<file path="config.mk">
export PLATFORM = sky130hd
export DESIGN_NAME = up_counter_tff
export DESIGN_NICKNAME = d
export VERILOG_FILES = /design/src/rtl/counter_pkg.sv /design/src/rtl/t_ff.sv /design/src/rtl/up_counter_tff.sv
export SDC_FILE = /design/constraint.sdc
export NUM_CORES = 1
export LEC_CHECK = 0
export CAP_MARGIN = 15
export CORE_AREA = 2 2 39 41
export DETAILED_ROUTE_END_ITERATION = 16
export DIE_AREA = 0 0 41 43
export PLACE_DENSITY = 0.49
export SLEW_MARGIN = 15
export SYNTH_ARGS = -nofsm -noshare
export SYNTH_HDL_FRONTEND = slang
export SYNTH_HIERARCHICAL = 1
export SYNTH_SLANG_ARGS = --single-unit
</file>
<file path="constraint.sdc">
create_clock -name clk -period 1.75 [get_ports clk]
set_clock_uncertainty 0.15 [all_clocks]
set_input_delay 0.35 -clock clk [delete_from_list [all_inputs] [get_ports clk]]
set_output_delay 0.35 -clock clk [all_outputs]
set_load 0.01 [all_outputs]
</file>
<file path="src/rtl/counter_pkg.sv">
// Shared definitions for the counter/timer library: default sizes,
// the per-cycle mode enum and the toggle-vector helper used by T-FF counters.
package counter_pkg;

    localparam int DEF_WIDTH   = 4;
    localparam int DEF_MODULUS = 16;

    // Widest counter the toggle helper supports; callers zero-extend
    // into it and truncate the result back to their own width.
    localparam int MAX_W = 32;

    typedef enum logic [1:0] {
        HOLD,
        COUNT,
        WRAP,
        LOAD
    } mode_t;

    // Toggle enables that move q to its next value under the given mode.
    // d is the already range-clamped load target.
    function automatic logic [MAX_W-1:0] next_toggle(
        input logic [MAX_W-1:0] q,
        input mode_t            mode,
        input logic [MAX_W-1:0] d
    );
        logic [MAX_W-1:0] t;
        logic             c;
        t = '0;
        c = 1'b1;
        unique case (mode)
            LOAD: t = q ^ d;
            WRAP: t = q;
            COUNT: begin
                // bit i toggles when every lower bit is 1
                for (int i = 0; i < MAX_W; i++) begin
                    t[i] = c;
                    c    = c & q[i];
                end
            end
            default: t = '0;
        endcase
        return t;
    endfunction

endpackage

</file>
<file path="src/rtl/t_ff.sv">
// Single toggle flip-flop with asynchronous active-high reset to 0.
// Ports: clk, rst, t (toggle enable), q (state).
module t_ff (
    input  logic clk,
    input  logic rst,
    input  logic t,
    output logic q
);

    always_ff @(posedge clk or posedge rst) begin
        if (rst) begin
            q <= 1'b0;
        end else if (t) begin
            q <= ~q;
        end
    end

endmodule

</file>
<file path="src/rtl/up_counter_tff.sv">
// Cascadable modulo-MODULUS up counter built from T flip-flops.
// Ports: clk, rst, en, ci, load, d, clr_ovf in; q, tc, co, ovf, err out.
module up_counter_tff
    import counter_pkg::*;
#(
    parameter int WIDTH   = DEF_WIDTH,
    parameter int MODULUS = DEF_MODULUS
) (
    input  logic             clk,
    input  logic             rst,
    input  logic             en,
    input  logic             ci,
    input  logic             load,
    input  logic [WIDTH-1:0] d,
    input  logic             clr_ovf,
    output logic [WIDTH-1:0] q,
    output logic             tc,
    output logic             co,
    output logic             ovf,
    output logic             err
);

    localparam logic [WIDTH-1:0] LAST    = WIDTH'(MODULUS - 1);
    localparam logic [WIDTH:0]   MOD_EXT = (WIDTH + 1)'(MODULUS);

    logic             in_range;
    logic [WIDTH-1:0] load_val;
    logic [WIDTH-1:0] t;
    mode_t            mode;

    // MODULUS may equal 2**WIDTH, so compare one bit wider
    assign in_range = ({1'b0, d} < MOD_EXT);
    assign load_val = in_range ? d : LAST;

    assign tc = (q == LAST);
    assign co = en & ci & tc;

    always_comb begin
        mode = HOLD;
        if (load) begin
            mode = LOAD;
        end else if (en && ci) begin
            mode = tc ? WRAP : COUNT;
        end
    end

    assign t = WIDTH'(next_toggle(MAX_W'(q), mode, MAX_W'(load_val)));

    for (genvar i = 0; i < WIDTH; i++) begin : g_bit
        t_ff u_tff (
            .clk(clk),
            .rst(rst),
            .t  (t[i]),
            .q  (q[i])
        );
    end

    // A wrap in the same cycle as clr_ovf keeps the flag set
    always_ff @(posedge clk or posedge rst) begin
        if (rst) begin
            ovf <= 1'b0;
        end else if (mode == WRAP) begin
            ovf <= 1'b1;
        end else if (clr_ovf) begin
            ovf <= 1'b0;
        end
    end

    always_ff @(posedge clk or posedge rst) begin
        if (rst) begin
            err <= 1'b0;
        end else if (mode == LOAD && !in_range) begin
            err <= 1'b1;
        end
    end

endmodule

</file>
==> impl_metrics.env <==
export IMPL_cts_tree="yes"
export IMPL_syn_inst=30
export IMPL_cellPowerDensity_mw_per_mm2=1370
export IMPL_core_mm2=0.00138
export IMPL_vias_per_cell=4.29
export IMPL_reg2reg_to="g_bit[3].u_tff/q"
export IMPL_num_vias=300
export IMPL_drive_gt1_share_pct=20.4
export IMPL_wl_per_cell_um=11.1
export IMPL_numCtsBuffers=3
export IMPL_path_class="in -> out"
export IMPL_max_stage_delay_ps=490
export IMPL_ys_warnings_count=6
export IMPL_n_antenna_cell=0
export IMPL_antenna_found_initial=0
export IMPL_dieHeight_um=43
export IMPL_clkSinkCount=5
export IMPL_drc=0
export IMPL_synth_seq_area_share_pct=41.0
export IMPL_cts_buffer_depth=2
export IMPL_finalMaxSlewViolations=0
export IMPL_fp_dieW_um=41
export IMPL_cts_htree_levels=1
export IMPL_place_congestion=0.693
export IMPL_min_path_type="in -> async"
export IMPL_final_nets=65
export IMPL_ir_drop_v=0.000441
export IMPL_antenna_left=0
export IMPL_max_freq_ghz=0.616
export IMPL_io_buffers=16
export IMPL_mappedNetlistArea_um2=305
export IMPL_globalRouteOverflowTotal=0
export IMPL_clkTransAtPathRegs_ps=40
export IMPL_synth_area_leaders="dfrtp_1, xor2_1, inv_1"
export IMPL_yosysUniqueCellTypes=15
export IMPL_first_pass_iters=2
export IMPL_endpoint="co"
export IMPL_power_w=0.000735
export IMPL_instances_no_fill=70
export IMPL_synth_seq_cells=5
export IMPL_start_util_pct=22.1
export IMPL_fin_util_pct=38.9
export IMPL_cp_startpoint="en"
export IMPL_grt_max_degree=7
export IMPL_startpoint_type="primary input"
export IMPL_r2r_cells=4
export IMPL_grt_setup_unrepaired="no"
export IMPL_hpwl_um=615
export IMPL_root_buffer="clkbuf_4"
export IMPL_clkLatencyLatePin_ps=240
export IMPL_synth_fp_nets=40
export IMPL_cts_setup_buffers=0
export IMPL_period_minus_slack_ps=1620
export IMPL_post_synth_top_area_fraction_pct=41.0
export IMPL_leakagePower_nw=0.297
export IMPL_path_depth=3
export IMPL_track_usage_pct=11.8
export IMPL_placed_cells=66
export IMPL_maxCapViolations=0
export IMPL_arrival_ps=1120
export IMPL_end_kind="output port"
export IMPL_cp_slowest_cell="clkdlybuf4s50_1"
export IMPL_syn_area_per_cell_um2=10.2
export IMPL_finalCritPeriodShare_pct=92.8
export IMPL_io_pins=18
export IMPL_cpLargestDelayFamily="buffers and inverters"
export IMPL_first_global_vias=339
export IMPL_dieArea_mm2=0.00176
export IMPL_rows=14
export IMPL_totalWireLength_um=780
export IMPL_reg2reg_slack_ps=300
export IMPL_hold_viol=0
export IMPL_drt_iter0_markers=3
export IMPL_setup_violations=0
export IMPL_grt_pass1_wl_um=1320
export IMPL_r2r_start="g_bit[0].u_tff/q"
export IMPL_worstPathMaxFanout=3
export IMPL_crit_chain="clkdlybuf4s50_1, and3_1, clkbuf_2"
export IMPL_outcome="finished clean"
export IMPL_cp_buffers_inverters=2
export IMPL_yosys_area_top_type="dfrtp_1"
export IMPL_cp_required_ps=1250
export IMPL_area_growth_pct=76.2
## stage by stage
stage / cell area (um2) / hold WS (ps) / setup TNS [ps] / worst slack, ps
after detailed placement: 515 / 411 / -319 / -276
final: 538 / 215 / 0 / 127
after global placement: 515 / 420 / -295 / -253
after floorplan: 305 / -71.3 / 0 / 285
after global routing: 538 / 232 / 0 / 85.3
after CTS: 538 / 207 / 0 / 6.61
## cells in the final DEF, fill, tap and decap left out
cell type,n
a21o_2,1
a21oi_1,2
a22o_2,1
a32o_1,1
a41o_1,1
and3_1,1
and4_1,1
and4b_1,1
buf_4,5
clkbuf_1,1
clkbuf_2,1
clkbuf_4,3
clkdlybuf4s50_1,10
conb_1,1
dfrtp_1,5
dlygate4sd2_1,3
dlymetal6s2s_1,2
inv_1,5
nor2b_1,1
xnor2_1,1
xor2_1,7
## Yosys cell counts
| library cell | number |
|---|---|
| xor2_1 | 7 |
| and4b_1 | 1 |
| dfrtp_1 | 5 |
| a32o_1 | 1 |
| conb_1 | 1 |
| and3_1 | 1 |
| buf_4 | 1 |
| and4_1 | 1 |
| a21oi_1 | 2 |
| inv_1 | 5 |
| a22o_2 | 1 |
| a41o_1 | 1 |
| nor2b_1 | 1 |
| xnor2_1 | 1 |
| a21o_2 | 1 |
## layer usage
metal / up-vias / share of wire [%] / track usage (%)
met4: 0 / 1.3 / 10.0
met2: 13 / 47 / 17.8
met1: 138 / 43 / 12.7
met5: - / 0 / 0
li1: 147 / - / -
met3: 2 / 8.6 / 3.14
## final cells by class
| type | count | area, um2 |
|---|---|---|
| fillers | 148 | 846 |
| multi-input cells | 19 | 154 |
| repair buffers | 21 | 194 |
| inverters | 5 | 18.8 |
| flip-flops and latches | 5 | 125 |
| clock buffers | 4 | 26.3 |
| well taps | 16 | 20.0 |
## worst reg2reg max path: stages (launching register included)
cell and delay [ps]:
dfrtp_1 360, buf_4 150, and4b_1 250, a32o_1 290, xor2_1 140
## sequential cells by signal, indices dropped and copies added (netlist names)
signal / cells
ovf: 1
g_bit.u_tff/q: 4
## how the worst min path moves through the flow
stage,end,slack (ps),cells past startpoint
floorplan,g_bit[0].u_tff/q,-70,1
global placement,g_bit[3].u_tff/q,420,2
CTS,g_bit[1].u_tff/q,210,2
detailed placement,g_bit[3].u_tff/q,410,2
finish,g_bit[0].u_tff/q,210,2
global route,ovf,230,2
## power breakdown
group | switching [W] | internal (W)
Clock | 0.0000434 | 0.0000859
Combinational | 0.000189 | 0.000225
Sequential | 0.0000230 | 0.000168
## cell families (layout without fill, tap and decap cells)
group	Yosys count	in the layout	synth area share [%]
AOI/OAI and AO/OA	6	6	16.0
buffers and inverters	6	30	8.61
other	1	1	1.23
xor gates and xnor gates	8	8	23.0
and+or+nand+nor	4	4	10.2
DFF	5	5	41.0
## repair_timing
action | 4_1_cts | 5_1_grt
setup endpoints to repair | 4 | 3
resized for setup | 5 | 3
cloned | 0 | 0
hold buffers | 0 | 0
No activity file was read; power rests on OpenSTA's default activity.
